$ cat config.mk
export PLATFORM = sky130hd
export DESIGN_NAME = uart_parity_engine
export DESIGN_NICKNAME = d
export VERILOG_FILES = /design/src/rtl/uart_parity_engine.sv
export SDC_FILE = /design/constraint.sdc
export NUM_CORES = 1
export LEC_CHECK = 0
export ABC_AREA = 1
export CAP_MARGIN = 20
export CORE_MARGIN = 3
export CORE_UTILIZATION = 47
export DETAILED_ROUTE_END_ITERATION = 8
export PLACE_DENSITY = 0.77
export SYNTH_ARGS = -nofsm -noshare
export SYNTH_HDL_FRONTEND = slang
export SYNTH_SLANG_ARGS = --single-unit
$ cat constraint.sdc
create_clock -name clk -period 2 [get_ports clk]
set_input_delay 0.2 -clock clk [delete_from_list [all_inputs] [get_ports clk]]
set_output_delay 0.2 -clock clk [all_outputs]
set_load 0.05 [all_outputs]
$ cat src/rtl/uart_parity_engine.sv
// Bit-serial parity generator/checker shared by the UART TX and RX paths.
// Parity accumulates one data bit per strobe; on RX the sampled parity bit is checked against it.
module uart_parity_engine #(
    parameter int DATA_WIDTH = 8,
    parameter int CNT_W      = 4
) (
    input  logic             clk,
    input  logic             rst,
    input  logic             p_Start_i,
    input  logic             p_BitStrobe_i,
    input  logic             BitValue_i,
    input  logic [3:0]       DataLength_i,
    input  logic [2:0]       ParityMode_i,
    input  logic             p_ParityStrobe_i,
    input  logic             ParityBit_i,
    input  logic             p_ErrClear_i,
    output logic             ParityResult_o,
    output logic             ParityValid_o,
    output logic             p_ParityError_o,
    output logic             ErrorSticky_o,
    output logic             Busy_o,
    output logic [CNT_W-1:0] BitCount_o
);

    localparam logic [2:0] ST_IDLE  = 3'b001;
    localparam logic [2:0] ST_ACCUM = 3'b010;
    localparam logic [2:0] ST_READY = 3'b100;

    localparam logic [3:0] MIN_LEN = 4'd5;
    localparam logic [3:0] MAX_LEN = 4'(DATA_WIDTH);

    localparam logic [2:0] MODE_EVEN  = 3'b001;
    localparam logic [2:0] MODE_ODD   = 3'b010;
    localparam logic [2:0] MODE_MARK  = 3'b011;
    localparam logic [2:0] MODE_SPACE = 3'b100;

    logic [2:0]       state_q, state_d;
    logic             acc_q, acc_d;
    logic [CNT_W-1:0] cnt_q, cnt_d;
    logic [CNT_W-1:0] len_q, len_d;
    logic [2:0]       mode_q, mode_d;
    logic             result_q, result_d;
    logic             valid_q, valid_d;
    logic             perr_q, perr_d;
    logic             sticky_q, sticky_d;

    logic [CNT_W-1:0] len_clamped;
    logic [CNT_W-1:0] cnt_inc;
    logic             acc_next;
    logic             mode_none;
    logic             parity_calc;

    always_comb begin
        if (DataLength_i < MIN_LEN) begin
            len_clamped = CNT_W'(MIN_LEN);
        end else if (DataLength_i > MAX_LEN) begin
            len_clamped = CNT_W'(MAX_LEN);
        end else begin
            len_clamped = CNT_W'(DataLength_i);
        end
    end

    assign cnt_inc  = cnt_q + CNT_W'(1);
    assign acc_next = acc_q ^ BitValue_i;

    // Reserved encodings 101..111 behave exactly like "none".
    always_comb begin
        mode_none   = 1'b0;
        parity_calc = 1'b1;
        case (mode_q)
            MODE_EVEN:  parity_calc = acc_next;
            MODE_ODD:   parity_calc = ~acc_next;
            MODE_MARK:  parity_calc = 1'b1;
            MODE_SPACE: parity_calc = 1'b0;
            default:    mode_none   = 1'b1;
        endcase
    end

    always_comb begin
        state_d  = state_q;
        acc_d    = acc_q;
        cnt_d    = cnt_q;
        len_d    = len_q;
        mode_d   = mode_q;
        result_d = result_q;
        valid_d  = valid_q;
        perr_d   = 1'b0;
        sticky_d = p_ErrClear_i ? 1'b0 : sticky_q;

        if (p_Start_i) begin
            state_d  = ST_ACCUM;
            acc_d    = 1'b0;
            cnt_d    = '0;
            len_d    = len_clamped;
            mode_d   = ParityMode_i;
            result_d = 1'b1;
            valid_d  = 1'b0;
        end else begin
            case (state_q)
                ST_ACCUM: begin
                    if (p_BitStrobe_i) begin
                        acc_d = acc_next;
                        cnt_d = cnt_inc;
                        if (cnt_inc == len_q) begin
                            if (mode_none) begin
                                state_d = ST_IDLE;
                            end else begin
                                state_d  = ST_READY;
                                result_d = parity_calc;
                                valid_d  = 1'b1;
                            end
                        end
                    end
                end
                ST_READY: begin
                    if (p_ParityStrobe_i) begin
                        if (ParityBit_i != result_q) begin
                            perr_d   = 1'b1;
                            sticky_d = 1'b1;
                        end
                        state_d  = ST_IDLE;
                        valid_d  = 1'b0;
                        result_d = 1'b1;
                    end
                end
                default: begin
                    state_d  = ST_IDLE;
                    result_d = 1'b1;
                    valid_d  = 1'b0;
                end
            endcase
        end
    end

    always_ff @(posedge clk or negedge rst) begin
        if (!rst) begin
            state_q  <= ST_IDLE;
            acc_q    <= 1'b0;
            cnt_q    <= '0;
            len_q    <= CNT_W'(MIN_LEN);
            mode_q   <= 3'b000;
            result_q <= 1'b1;
            valid_q  <= 1'b0;
            perr_q   <= 1'b0;
            sticky_q <= 1'b0;
        end else begin
            state_q  <= state_d;
            acc_q    <= acc_d;
            cnt_q    <= cnt_d;
            len_q    <= len_d;
            mode_q   <= mode_d;
            result_q <= result_d;
            valid_q  <= valid_d;
            perr_q   <= perr_d;
            sticky_q <= sticky_d;
        end
    end

    assign ParityResult_o  = result_q;
    assign ParityValid_o   = valid_q;
    assign p_ParityError_o = perr_q;
    assign ErrorSticky_o   = sticky_q;
    assign Busy_o          = (state_q == ST_ACCUM) || (state_q == ST_READY);
    assign BitCount_o      = cnt_q;

endmodule

# [Yosys cells after proc, flatten, opt, wreduce, memory -nomap -nowiden]
# Cells that the tools add are included.
[word_totals] ff_bits=19 word_cells=69 out_inout_bits=9
[op_classes] magnitude_cmp=2 addsub=1 bitwise_logic=2 reduce_logical=7 muxes=36 eq_ne=12
[op_table] operator="$mux W1" count=22
[op_table] operator="$mux W4" count=5
[op_table] operator="$mux W3" count=5
[op_table] operator="$ne A3 B3 Y1 const B" count=4
[op_table] operator="$eq A3 B2 Y1 const B" count=3
[op_table] operator="$eq A3 B3 Y1 const B" count=2
[op_table] operator="$pmux W3 S2" count=1
[op_table] operator="$add A4 B1 Y4 const B" count=1
[op_table] operator="$eq A4 B4 Y1" count=1
[op_table] operator="$gt A4 B4 Y1 const B" count=1
[op_table] operator="$lt A4 B3 Y1 const B" count=1
[op_table] operator="$pmux W1 S2" count=2
[op_table] operator="$reduce_and A4 Y1" count=1
[op_table] operator="$reduce_bool A2 Y1" count=2
[op_table] operator="$reduce_or A4 Y1" count=1
[op_table] operator="$eq A3 B1 Y1 const B" count=1
[op_table] operator="$pmux W1 S3" count=1
[op_table] operator="$reduce_and A3 Y1" count=1
[op_table] operator="$reduce_and A2 Y1" count=1
[op_table] operator="$logic_or A1 B1 Y1" count=1
[op_table] operator="$ne A1 B1 Y1" count=1
[op_table] operator="$not A1 Y1" count=1
[op_table] operator="$xor A1 B1 Y1" count=1

# [Longest topological paths before layout]
# Gate-level depths: netlist of the first run.
[logic_depth] ltp_word=8 mapped_depth=12 mapped_depth_nobuf=12

# [Worst setup path before layout of the first run]
# No wires, ideal clock.
[synth_timing] path_type="reg-to-reg" from="register cnt_q[0], in the netlist BitCount_o[0]" to="register valid_q, in the netlist ParityValid_o" path_slack_ns=0.271 setup_time_ns=0.119 arrival_ns=1.610 path_stages_with_launch=11 cell_sequence="dfrtp_1 > ha_1 > inv_1 > a21oi_1 > nand3_1 > nor2_1 > nand2_1 > nand2_2 > nand3_2 > nand2_1 > nand2_1"
[synth_between] elab_chain_cells=4
[synth_rtl] item="start, declared" line_no="39" text="logic [CNT_W-1:0] cnt_q, cnt_d;"
[synth_rtl] item="start signal, assigned" line_no="149" text="cnt_q <= cnt_d;"
[synth_rtl] item="$add A4 B1 Y4" line_no="63" text="assign cnt_inc = cnt_q + CNT_W'(1);"
[synth_rtl] item="$eq A4 B4 Y1" line_no="104" text="if (cnt_inc == len_q) begin"
[synth_rtl] item="$ne A3 B3 Y1 (no line)"
[synth_rtl] item="$reduce_and A4 Y1 (no line)"
[synth_rtl] item="end signal, assigned" line_no="153" text="valid_q <= valid_d;"
[synth_rtl] item="end, declared" line_no="43" text="logic valid_q, valid_d;"
# No other way between the ends.
# A chain may end at the register's enable or synchronous reset.

# [Final worst setup path of the first run]
[layout_timing] from="register result_q, in the netlist ParityResult_o" to="output ParityResult_o"
[layout_lines] item="start, declared" line_no="42" text="logic result_q, result_d;"
[layout_lines] item="start signal, assigned" line_no="152" text="result_q <= result_d;"
[layout_lines] item="end, declared" line_no="17" text="output logic ParityResult_o,"
# No word-level cell between the ends.

==> flow_metrics.tcl, run 1 <==
set metrics [dict create \
    run_status "finished clean" \
    slew_viol_final 0 \
    numPortBuffers 23 \
    synth.yosys.warnings 0 \
    area.growth.synth_to_final_pct 30.4 \
    power-per-cell-area_nw_per_um2 703 \
    cts.sinks 19 \
    tritoncts.num_buffers 3 \
    top_level_ports 24 \
    cp_top_family "buffers and inverters" \
    setup-tns-final_ps 0 \
    grt_first_pass_wirelength_um 3770 \
    layout_min_cycle_time_ps 1890 \
    critical-path-max-stage-delay_ps 820 \
    die_x_um 51.7 \
    wirelength_um 2140 \
    critical_path_data_required_time_ps 1800 \
    number_of_global_route_vias_before_repair 858 \
    final.hold.worst_slack_ps 217 \
    final_hold_viols 0 \
    grt_busiest_layer "met2" \
    p_leak_nw 0.600 \
    cts_hold_repair.buffers 0 \
    grt_remaining_overflow 0 \
    initialDrtViolationCount 10 \
    max_freq_mhz 530 \
    dpl.hpwl_um 1670 \
    die_h_um 51.7 \
    netlist_area_um2 980 \
    gr-usage-all-layers 0.193 \
    max_slew.worst_pin.slew_ps 512 \
    detailroute.via_count 900 \
    criticalPathCategory "register to output port" \
    tritoncts "yes" \
    syn_area_per_cell_um2 7.96 \
    finalWeightedCongestion 0.875 \
    clkSlewWorstSetupHoldPaths_ps 110 \
    finalCritPeriodShare 0.943 \
    mostFrequentLayoutCells "sky130_fd_sc_hd__nand2_1 (27), sky130_fd_sc_hd__clkdlybuf4s50_1 (22), sky130_fd_sc_hd__inv_1 (17)" \
    fin_worst_skew_ps 0.648 \
    critical_path_cell_by_cell "clkdlybuf4s50_1" \
    hold_path_class "input pin to async pin" \
    timing.critical_path.slowest_stage_cell "sky130_fd_sc_hd__clkdlybuf4s50_1" \
    start_util 0.533 \
    cp_max_fo 4 \
    design.final.nets 168 \
    grt_setup_unrepaired "false" \
    synthDistinctLibCells 23 \
    design.core.area_um2 1840 \
    ys_seq_area_frac 0.490 \
    ff2ff_path_depth 10 \
    post-cts-setup-buffer-count 0 \
    num_rows 15 \
    worst_setup_path_start_kind "register" \
    final_antenna_net_count 0 \
    grt_util_met1 0.232 \
    h-tree-depth 1 \
    share_of_layout_cells_above_drive_strength_1 0.152 \
    critical_path.n_buffers_inverters 1 \
    die_area_um2 2670 \
    drt_first_pass_iters 4 \
    global_route.usage.met3 0.0458 \
    drcViolationCount 0 \
    worstSkewPairLatency_ps 300 \
    slew_headroom 0.657 \
    route.detailed.vias_per_inst 5.11 \
    cp.depth 1 \
    antenna_found_initial 0 \
    critical_path_arrival_ps 1690 \
    routed_wire_length_per_instance_um 12.1 \
    cap_violations 0 \
    flop_and_latch_count_out_of_synthesis 19 \
    syn-num-nets 139 \
    clock_path_buffers 2 \
    most_common_library_cell_in_the_layout_ignoring_fill_and_taps "sky130_fd_sc_hd__nand2_1" \
    cts-root-buf "sky130_fd_sc_hd__clkbuf_4" \
    gr-usage-met2 0.326 \
    peakVddDrop_mv 0.461 \
    diodes 0 \
    final_count_of_negative_setup_slack_endpoints 0 \
    grt_start_max_net_pins 20 \
    post_synth_inst_count 123 \
    cts.repair.resized 0 \
    end_kind "output port" \
]
==> layer usage <==
metal  wire length (µm)  vias up
met5                  0        -
met4                 46        0
met3                 98        7
met2               1090       26
li1                   -      455
met1                907      412
==> per-stage QoR <==
step           total power, mW  instance area (µm²)  cells   util  setup WS, ps
3_3_place_gp             0.699                 1250    172  0.680           470
4_1_cts                  0.898                 1280    176  0.695           111
6_report                 0.898                 1280    176  0.695           115
2_1_floorplan            0.611                  980    123      -           271
5_1_grt                  0.957                 1280    176  0.695          68.9
3_5_place_dp             0.708                 1250    172  0.680           384
==> cell families after synthesis <==
| kind of cell | after synthesis | share of synthesized area |
|---|---|---|
| AND/OR/NAND/NOR | 58 | 0.282 |
| buffers and inverters | 24 | 0.0932 |
| AO/OA/AOI/OAI | 20 | 0.112 |
| flip-flops | 19 | 0.490 |
| XOR/XNOR | 1 | 0.00894 |
| adder cells (fa/ha/maj) | 1 | 0.0128 |
==> sequential cells by signal (all words and copies together) (netlist names) <==
register         count
len_q                4
p_ParityError_o      1
ParityValid_o        1
ErrorSticky_o        1
ParityResult_o       1
acc_q                1
state_q              3
mode_q               3
BitCount_o           4
==> worst register-to-register path: cells and delay by family, from the launching register on <==
| kind | cells | cell delay, ps |
|---|---|---|
| adders and majority gates | 1 | 330 |
| AOI/OAI and AO/OA | 1 | 130 |
| and+or+nand+nor | 7 | 590 |
| buffers and inverters | 1 | 70 |
| DFF | 1 | 460 |
==> final timing paths <==
kind / startpoint / end / slack (ps)
max: ParityResult_o$_DFFE_PN1P_ / ParityResult_o / 110
min: rst / BitCount_o[1]$_DFFE_PN0P_ / 220
max reg2reg: BitCount_o[0]$_DFFE_PN0P_ / ParityValid_o$_DFFE_PN0P_ / 330
min reg2reg: ParityResult_o$_DFFE_PN1P_ / ParityResult_o$_DFFE_PN1P_ / 500
max in group asynchronous: rst / ParityResult_o$_DFFE_PN1P_ / 1520
min in group clk: p_ErrClear_i / ErrorSticky_o$_DFF_PN0_ / 450
==> synth_stat cells (all sizes together) <==
cell type,instances,share of area
a21oi,3,0.015
clkbuf,1,0.0038
clkinv,1,0.0051
dfrtp,15,0.38
dfstp,4,0.11
ha,1,0.013
inv,22,0.084
nand2,30,0.12
nand3,13,0.077
nand3b,1,0.0077
nand4,4,0.032
nor2,7,0.027
nor3,2,0.010
o211ai,1,0.0077
o21ai,10,0.051
o22ai,6,0.038
or2,1,0.0064
xnor2,1,0.0089
==> layout make-up <==
cell class / count / area [µm²]
fillers: 168 / 562
flip-flops and latches: 19 / 480
multi-input cells: 80 / 408
repair buffers: 25 / 243
inverters: 23 / 87.6
well taps: 25 / 31.3
clock buffers: 3 / 22.5
clock inverters: 1 / 5.00
==> where the power goes <==
part | switching [mW] | total, mW | internal [mW]
clock | 0.122 | 0.196 | 0.0746
sequential | 0.0249 | 0.448 | 0.423
combinational | 0.158 | 0.254 | 0.0959
Power figures use the tool's default switching activity.
==> run 2: changes to the inputs <==
--- a/config.mk
+++ b/config.mk
@@ -6,11 +6,11 @@
 export NUM_CORES = 1
 export LEC_CHECK = 0
 export ABC_AREA = 1
-export CAP_MARGIN = 20
 export CORE_MARGIN = 3
-export CORE_UTILIZATION = 47
+export CORE_UTILIZATION = 50
 export DETAILED_ROUTE_END_ITERATION = 8
-export PLACE_DENSITY = 0.77
+export PLACE_DENSITY = 0.81
+export SETUP_SLACK_MARGIN = 0.15
 export SYNTH_ARGS = -nofsm -noshare
 export SYNTH_HDL_FRONTEND = slang
 export SYNTH_SLANG_ARGS = --single-unit
==> constraint.sdc (replaced) <==
create_clock -name clk -period 2.4 [get_ports clk]
set_input_delay 0.24 -clock clk [delete_from_list [all_inputs] [get_ports clk]]
set_output_delay 0.24 -clock clk [all_outputs]
set_load 0.05 [all_outputs]
==> run 2 against run 1 <==
Compared with the run above:
- sequential share of layout area grew 0.074 points
- worst hold slack improved by 180 ps
- register-to-register slack better by 370 ps
- total power fell by 17%
- final cell count down 0.57%
- critical path depth did not move
- flip-flop and latch count unchanged
- sequential power is 17% lower
- first-iteration DRC count up 80%
- largest cell class unchanged
- highest routed layer unchanged
==> flow_metrics.tcl, run 2 (synthesis results as in run 1) <==
set metrics [dict create \
    criticalPathCategory "register to output port" \
    ff2ff_path_depth 10 \
    final_hold_viols 0 \
    gr-usage-all-layers 0.178 \
    critical_path.reg2reg.startpoint "BitCount_o[0]$_DFFE_PN0P_" \
    drcViolationCount 0 \
    number_of_global_route_vias_before_repair 827 \
    combPwrFrac 0.276 \
    wl_met3_um 116 \
    routed_wire_length_per_instance_um 12.0 \
    grt_first_pass_wirelength_um 3440 \
    finalWeightedCongestion 0.745 \
    run_status "finished clean" \
    tritoncts.num_buffers 3 \
    detailroute.via_count 893 \
    design.final.nets 167 \
    diodes 0 \
    setup-tns-final_ps 0 \
    power.share.clock 0.224 \
    final_count_of_negative_setup_slack_endpoints 0 \
    p_int_uw 494 \
    cts.sinks 19 \
    place_inst 171 \
    post-cts-setup-buffer-count 0 \
    initialDrtViolationCount 18 \
    die_x_um 50.3 \
    cts-root-buf "sky130_fd_sc_hd__clkbuf_4" \
    num_rows 15 \
    critical_path_arrival_ps 1680 \
    wirelength_um 2090 \
    start_util 0.549 \
    end_kind "output port" \
    cap_violations 0 \
    reg2reg_setup_slack_ps 700 \
    grt_remaining_overflow 0 \
    dpl.hpwl_um 1620 \
    power-per-cell-area_nw_per_um2 587 \
    critical-path-max-stage-delay_ps 800 \
    slew_viol_final 0 \
    cp_max_fo 4 \
    layout.cells.non_filler 175 \
    worstSkewPairLatency_ps 310 \
    numPortBuffers 23 \
    share_of_layout_cells_above_drive_strength_1 0.140 \
    wl_met2_um 1080 \
    max_freq_mhz 521 \
    drt_first_pass_iters 4 \
    most_common_library_cell_in_the_layout_ignoring_fill_and_taps "sky130_fd_sc_hd__nand2_1" \
    critical_path.n_buffers_inverters 1 \
    grt_start_max_net_pins 20 \
    mostFrequentLayoutCells "sky130_fd_sc_hd__nand2_1 (27), sky130_fd_sc_hd__clkdlybuf4s50_1 (22), sky130_fd_sc_hd__inv_1 (17)" \
    seqPwrFrac 0.499 \
    final_antenna_net_count 0 \
    wl_met1_um 849 \
    power.switching_uw 255 \
    timing.critical_path.slowest_stage_cell "sky130_fd_sc_hd__clkdlybuf4s50_1" \
    worst_setup_path_start_kind "register" \
    route.detailed.vias_per_inst 5.10 \
    clock_path_buffers 2 \
    finalInstanceArea_um2 1270 \
    critical_path_data_required_time_ps 2160 \
    swShare 0.340 \
    grt_setup_unrepaired "false" \
    fin_worst_skew_ps 6.33 \
    route.top_layer_used "met4" \
    hold_path_class "input pin to async pin" \
    critical_path_cell_by_cell "clkdlybuf4s50_1" \
    clkSlewWorstSetupHoldPaths_ps 110 \
    finalCoreUtilization 0.715 \
    max_slew.worst_pin.slew_ps 822 \
    tritoncts "yes" \
    fillers 148 \
    antenna_found_initial 0 \
    slew_headroom 0.450 \
    peakVddDrop_mv 0.350 \
    detailed_place.area_um2 1240 \
    top_level_ports 24 \
    die_h_um 50.3 \
    design.core.area_um2 1780 \
    finalCritPeriodShare 0.800 \
    die_area_um2 2530 \
    reg2reg_capture_point "ParityValid_o$_DFFE_PN0P_" \
    h-tree-depth 1 \
    area.growth.synth_to_final_pct 30.1 \
    p_leak_nw 0.605 \
    layout_min_cycle_time_ps 1920 \
    cp_top_family "buffers and inverters" \
]
## run 2: cell types whose count changed in the layout (fill, tap and decap cells not counted)
cell,previous run,this run
sky130_fd_sc_hd__dlymetal6s2s_1,0,1
sky130_fd_sc_hd__buf_4,3,1
## run 2: cell type report
type / instances / area, µm² / share of cell area
flip-flops and latches: 19 / 480 / 0.377
multi-input cells: 80 / 408 / 0.320
repair buffers: 24 / 240 / 0.188
inverters: 23 / 87.6 / 0.0687
well taps: 25 / 31.3 / 0.0245
clock buffers: 3 / 22.5 / 0.0177
clock inverters: 1 / 5.00 / 0.00393
## run 2: through the flow
step	hold WS [ps]	power [mW]	setup WS [ps]
5_1_grt	455	0.788	424
6_report	393	0.749	481
3_5_place_dp	460	0.587	532
4_1_cts	427	0.754	171
3_3_place_gp	456	0.582	554
2_1_floorplan	-55.6	0.510	671
## run 2: repair_timing
| action | 4_1_cts | 5_1_grt |
|---|---|---|
| hold buffers | 0 | 0 |
| hold endpoints to repair | 0 | 0 |
| gates resized for setup | 0 | 1 |
| endpoints found under the setup margin | 0 | 1 |
## run 2: worst max path at each step
stage	slack [ps]	start	cells past startpoint	end
finish	480	ParityResult_o$_DFFE_PN1P_	1	ParityResult_o
global route	420	ParityResult_o$_DFFE_PN1P_	1	ParityResult_o
CTS	170	state_q[0]$_DFFE_PN1P_	5	Busy_o
global placement	550	state_q[0]$_DFFE_PN1P_	5	Busy_o
detailed placement	530	state_q[0]$_DFFE_PN1P_	5	Busy_o
floorplan	670	BitCount_o[0]$_DFFE_PN0P_	10	ParityValid_o$_DFFE_PN0P_
## run 2: power groups by stage
stage	Clock [mW]	Combinational [mW]	Sequential [mW]
after floorplan	0	0.0993	0.410
after global placement	0	0.204	0.378
after detailed placement	0	0.207	0.380
after CTS	0.172	0.208	0.374
after global routing	0.182	0.227	0.379
final	0.168	0.207	0.374
## run 2: layer usage
metal	global-route usage	vias up
met2	0.313	28
met3	0.0237	5
met4	0.0829	0
li1	-	453
met5	0	-
met1	0.213	407
==> run 3: changes to the inputs <==
--- a/config.mk
+++ b/config.mk
@@ -7,9 +7,9 @@
 export LEC_CHECK = 0
 export ABC_AREA = 1
 export CORE_MARGIN = 3
-export CORE_UTILIZATION = 50
+export CORE_UTILIZATION = 47
 export DETAILED_ROUTE_END_ITERATION = 8
-export PLACE_DENSITY = 0.81
+export PLACE_DENSITY = 0.77
 export SETUP_SLACK_MARGIN = 0.15
 export SYNTH_ARGS = -nofsm -noshare
 export SYNTH_HDL_FRONTEND = slang
==> constraint.sdc (replaced) <==
create_clock -name clk -period 2 [get_ports clk]
set_input_delay 0.2 -clock clk [delete_from_list [all_inputs] [get_ports clk]]
set_output_delay 0.2 -clock clk [all_outputs]
set_load 0.05 [all_outputs]
==> run 3 against run 2 <==
Compared with the run above:
- clock-buffer cell count is the same
- highest routed layer unchanged
- routed wire length rose by 2.7%
- largest power group unchanged
- first-iteration DRC count decreased by 39%
- worst hold slack worse by 180 ps
==> flow_metrics.tcl, run 3 (synthesis results as in run 1) <==
set metrics [dict create \
    die_x_um 51.7 \
    ff2ff_path_depth 10 \
    p_leak_nw 0.630 \
    power-per-cell-area_nw_per_um2 698 \
    die_h_um 51.7 \
    worstSkewPairLatency_ps 300 \
    cts_hold_repair.buffers 0 \
    total_design_power_uw 895 \
    grt_setup_unrepaired "false" \
    initialDrtViolationCount 11 \
    detailed_place.area_um2 1250 \
    num_rows 15 \
    diodes 0 \
    detailroute.via_count 899 \
    final_antenna_net_count 0 \
    slew_viol_final 0 \
    cts-root-buf "sky130_fd_sc_hd__clkbuf_4" \
    worst_setup_path_start_kind "register" \
    cp.depth 1 \
    criticalPathCategory "register to output port" \
    route.detailed.vias_per_inst 5.11 \
    critical_path.n_buffers_inverters 1 \
    hold_path_class "input pin to async pin" \
    drt_first_pass_iters 4 \
    post-cts-setup-buffer-count 0 \
    tritoncts "yes" \
    slew_headroom 0.658 \
    setup-tns-final_ps 0 \
    die_area_um2 2670 \
    grt_start_max_net_pins 20 \
    gr-usage-all-layers 0.193 \
    critical_path_cell_by_cell "clkdlybuf4s50_1" \
    critical_path_arrival_ps 1590 \
    run_status "finished clean" \
    drcViolationCount 0 \
    area.growth.synth_to_final_pct 30.8 \
    start_util 0.533 \
    final_hold_viols 0 \
    layout_min_cycle_time_ps 1790 \
    cap_violations 0 \
    top_level_ports 24 \
    cp_top_family "buffers and inverters" \
    most_common_library_cell_in_the_layout_ignoring_fill_and_taps "sky130_fd_sc_hd__nand2_1" \
    antenna_found_initial 0 \
    finalInstanceArea_um2 1280 \
    grt_remaining_overflow 0 \
    critical-path-max-stage-delay_ps 840 \
    layout.cells.non_filler 176 \
    dpl.hpwl_um 1670 \
    cp_max_fo 6 \
    number_of_global_route_vias_before_repair 858 \
    tritoncts.num_buffers 3 \
    finalCritPeriodShare 0.894 \
    max_slew.worst_pin.slew_ps 511 \
    numPortBuffers 23 \
    wirelength_um 2150 \
    cts.sinks 19 \
    design.final.nets 168 \
    place_worst_setup_slack_ps 384 \
    routed_wire_length_per_instance_um 12.2 \
    max_freq_mhz 559 \
    final_count_of_negative_setup_slack_endpoints 0 \
    critical_path_data_required_time_ps 1800 \
    place_inst 172 \
    grt_first_pass_wirelength_um 3770 \
    mostFrequentLayoutCells "sky130_fd_sc_hd__nand2_1 (27), sky130_fd_sc_hd__clkdlybuf4s50_1 (19), sky130_fd_sc_hd__inv_1 (17)" \
    final.setup.worst_slack_ps 212 \
    fin_worst_skew_ps 0.647 \
    peakVddDrop_mv 0.460 \
    share_of_layout_cells_above_drive_strength_1 0.152 \
    h-tree-depth 1 \
    clock_path_buffers 2 \
    design.core.area_um2 1840 \
    end_kind "output port" \
    timing.critical_path.slowest_stage_cell "sky130_fd_sc_hd__clkdlybuf4s50_1" \
    clkSlewWorstSetupHoldPaths_ps 110 \
    finalWeightedCongestion 0.875 \
]
## run 3: worst paths after layout
check	from	endpoint	slack [ps]
worst max-delay path	BitCount_o[2]$_DFFE_PN0P_	BitCount_o[2]	210
worst min-delay path	rst	BitCount_o[1]$_DFFE_PN0P_	220
worst max register to register	BitCount_o[0]$_DFFE_PN0P_	ParityValid_o$_DFFE_PN0P_	330
worst min register to register	ParityResult_o$_DFFE_PN1P_	ParityResult_o$_DFFE_PN1P_	500
max in group asynchronous	rst	ParityResult_o$_DFFE_PN1P_	1520
min in group clk	p_ErrClear_i	ErrorSticky_o$_DFF_PN0_	450
## run 3: where the power goes
| part | internal, mW | switching, mW | leakage, nW | total (mW) |
|---|---|---|---|---|
| logic | 0.0925 | 0.158 | 0.375 | 0.251 |
| clock network | 0.0745 | 0.122 | 0.0177 | 0.196 |
| registers | 0.423 | 0.0249 | 0.237 | 0.448 |
## run 3: per-layer routing
layer / global-route usage / routed length, µm / vias up
met2: 0.326 / 1100 / 26
li1: - / - / 455
met1: 0.232 / 910 / 411
met5: 0 / 0 / -
met3: 0.0458 / 98 / 7
met4: 0.0830 / 46 / 0
## run 3: repair_timing
action | CTS | global route
endpoints found under the hold margin | 0 | 0
endpoints found under the setup margin | 1 | 2
gates resized for setup | 1 | 2
## run 3: through the flow
stage / hold slack (ps) / utilization
floorplan: -95.6 / -
global placement: 468 / 0.680
detailed placement: 477 / 0.680
CTS: 223 / 0.694
global route: 215 / 0.697
finish: 217 / 0.697
## run 3: final cells by class
type | instances | area, µm²
timing repair buffer | 25 | 246
clock buffer | 3 | 22.5
fill | 167 | 558
sequential | 19 | 480
multi-input combinational | 80 | 408
tap | 25 | 31.3
clock inverter | 1 | 5.00
inverter | 23 | 87.6
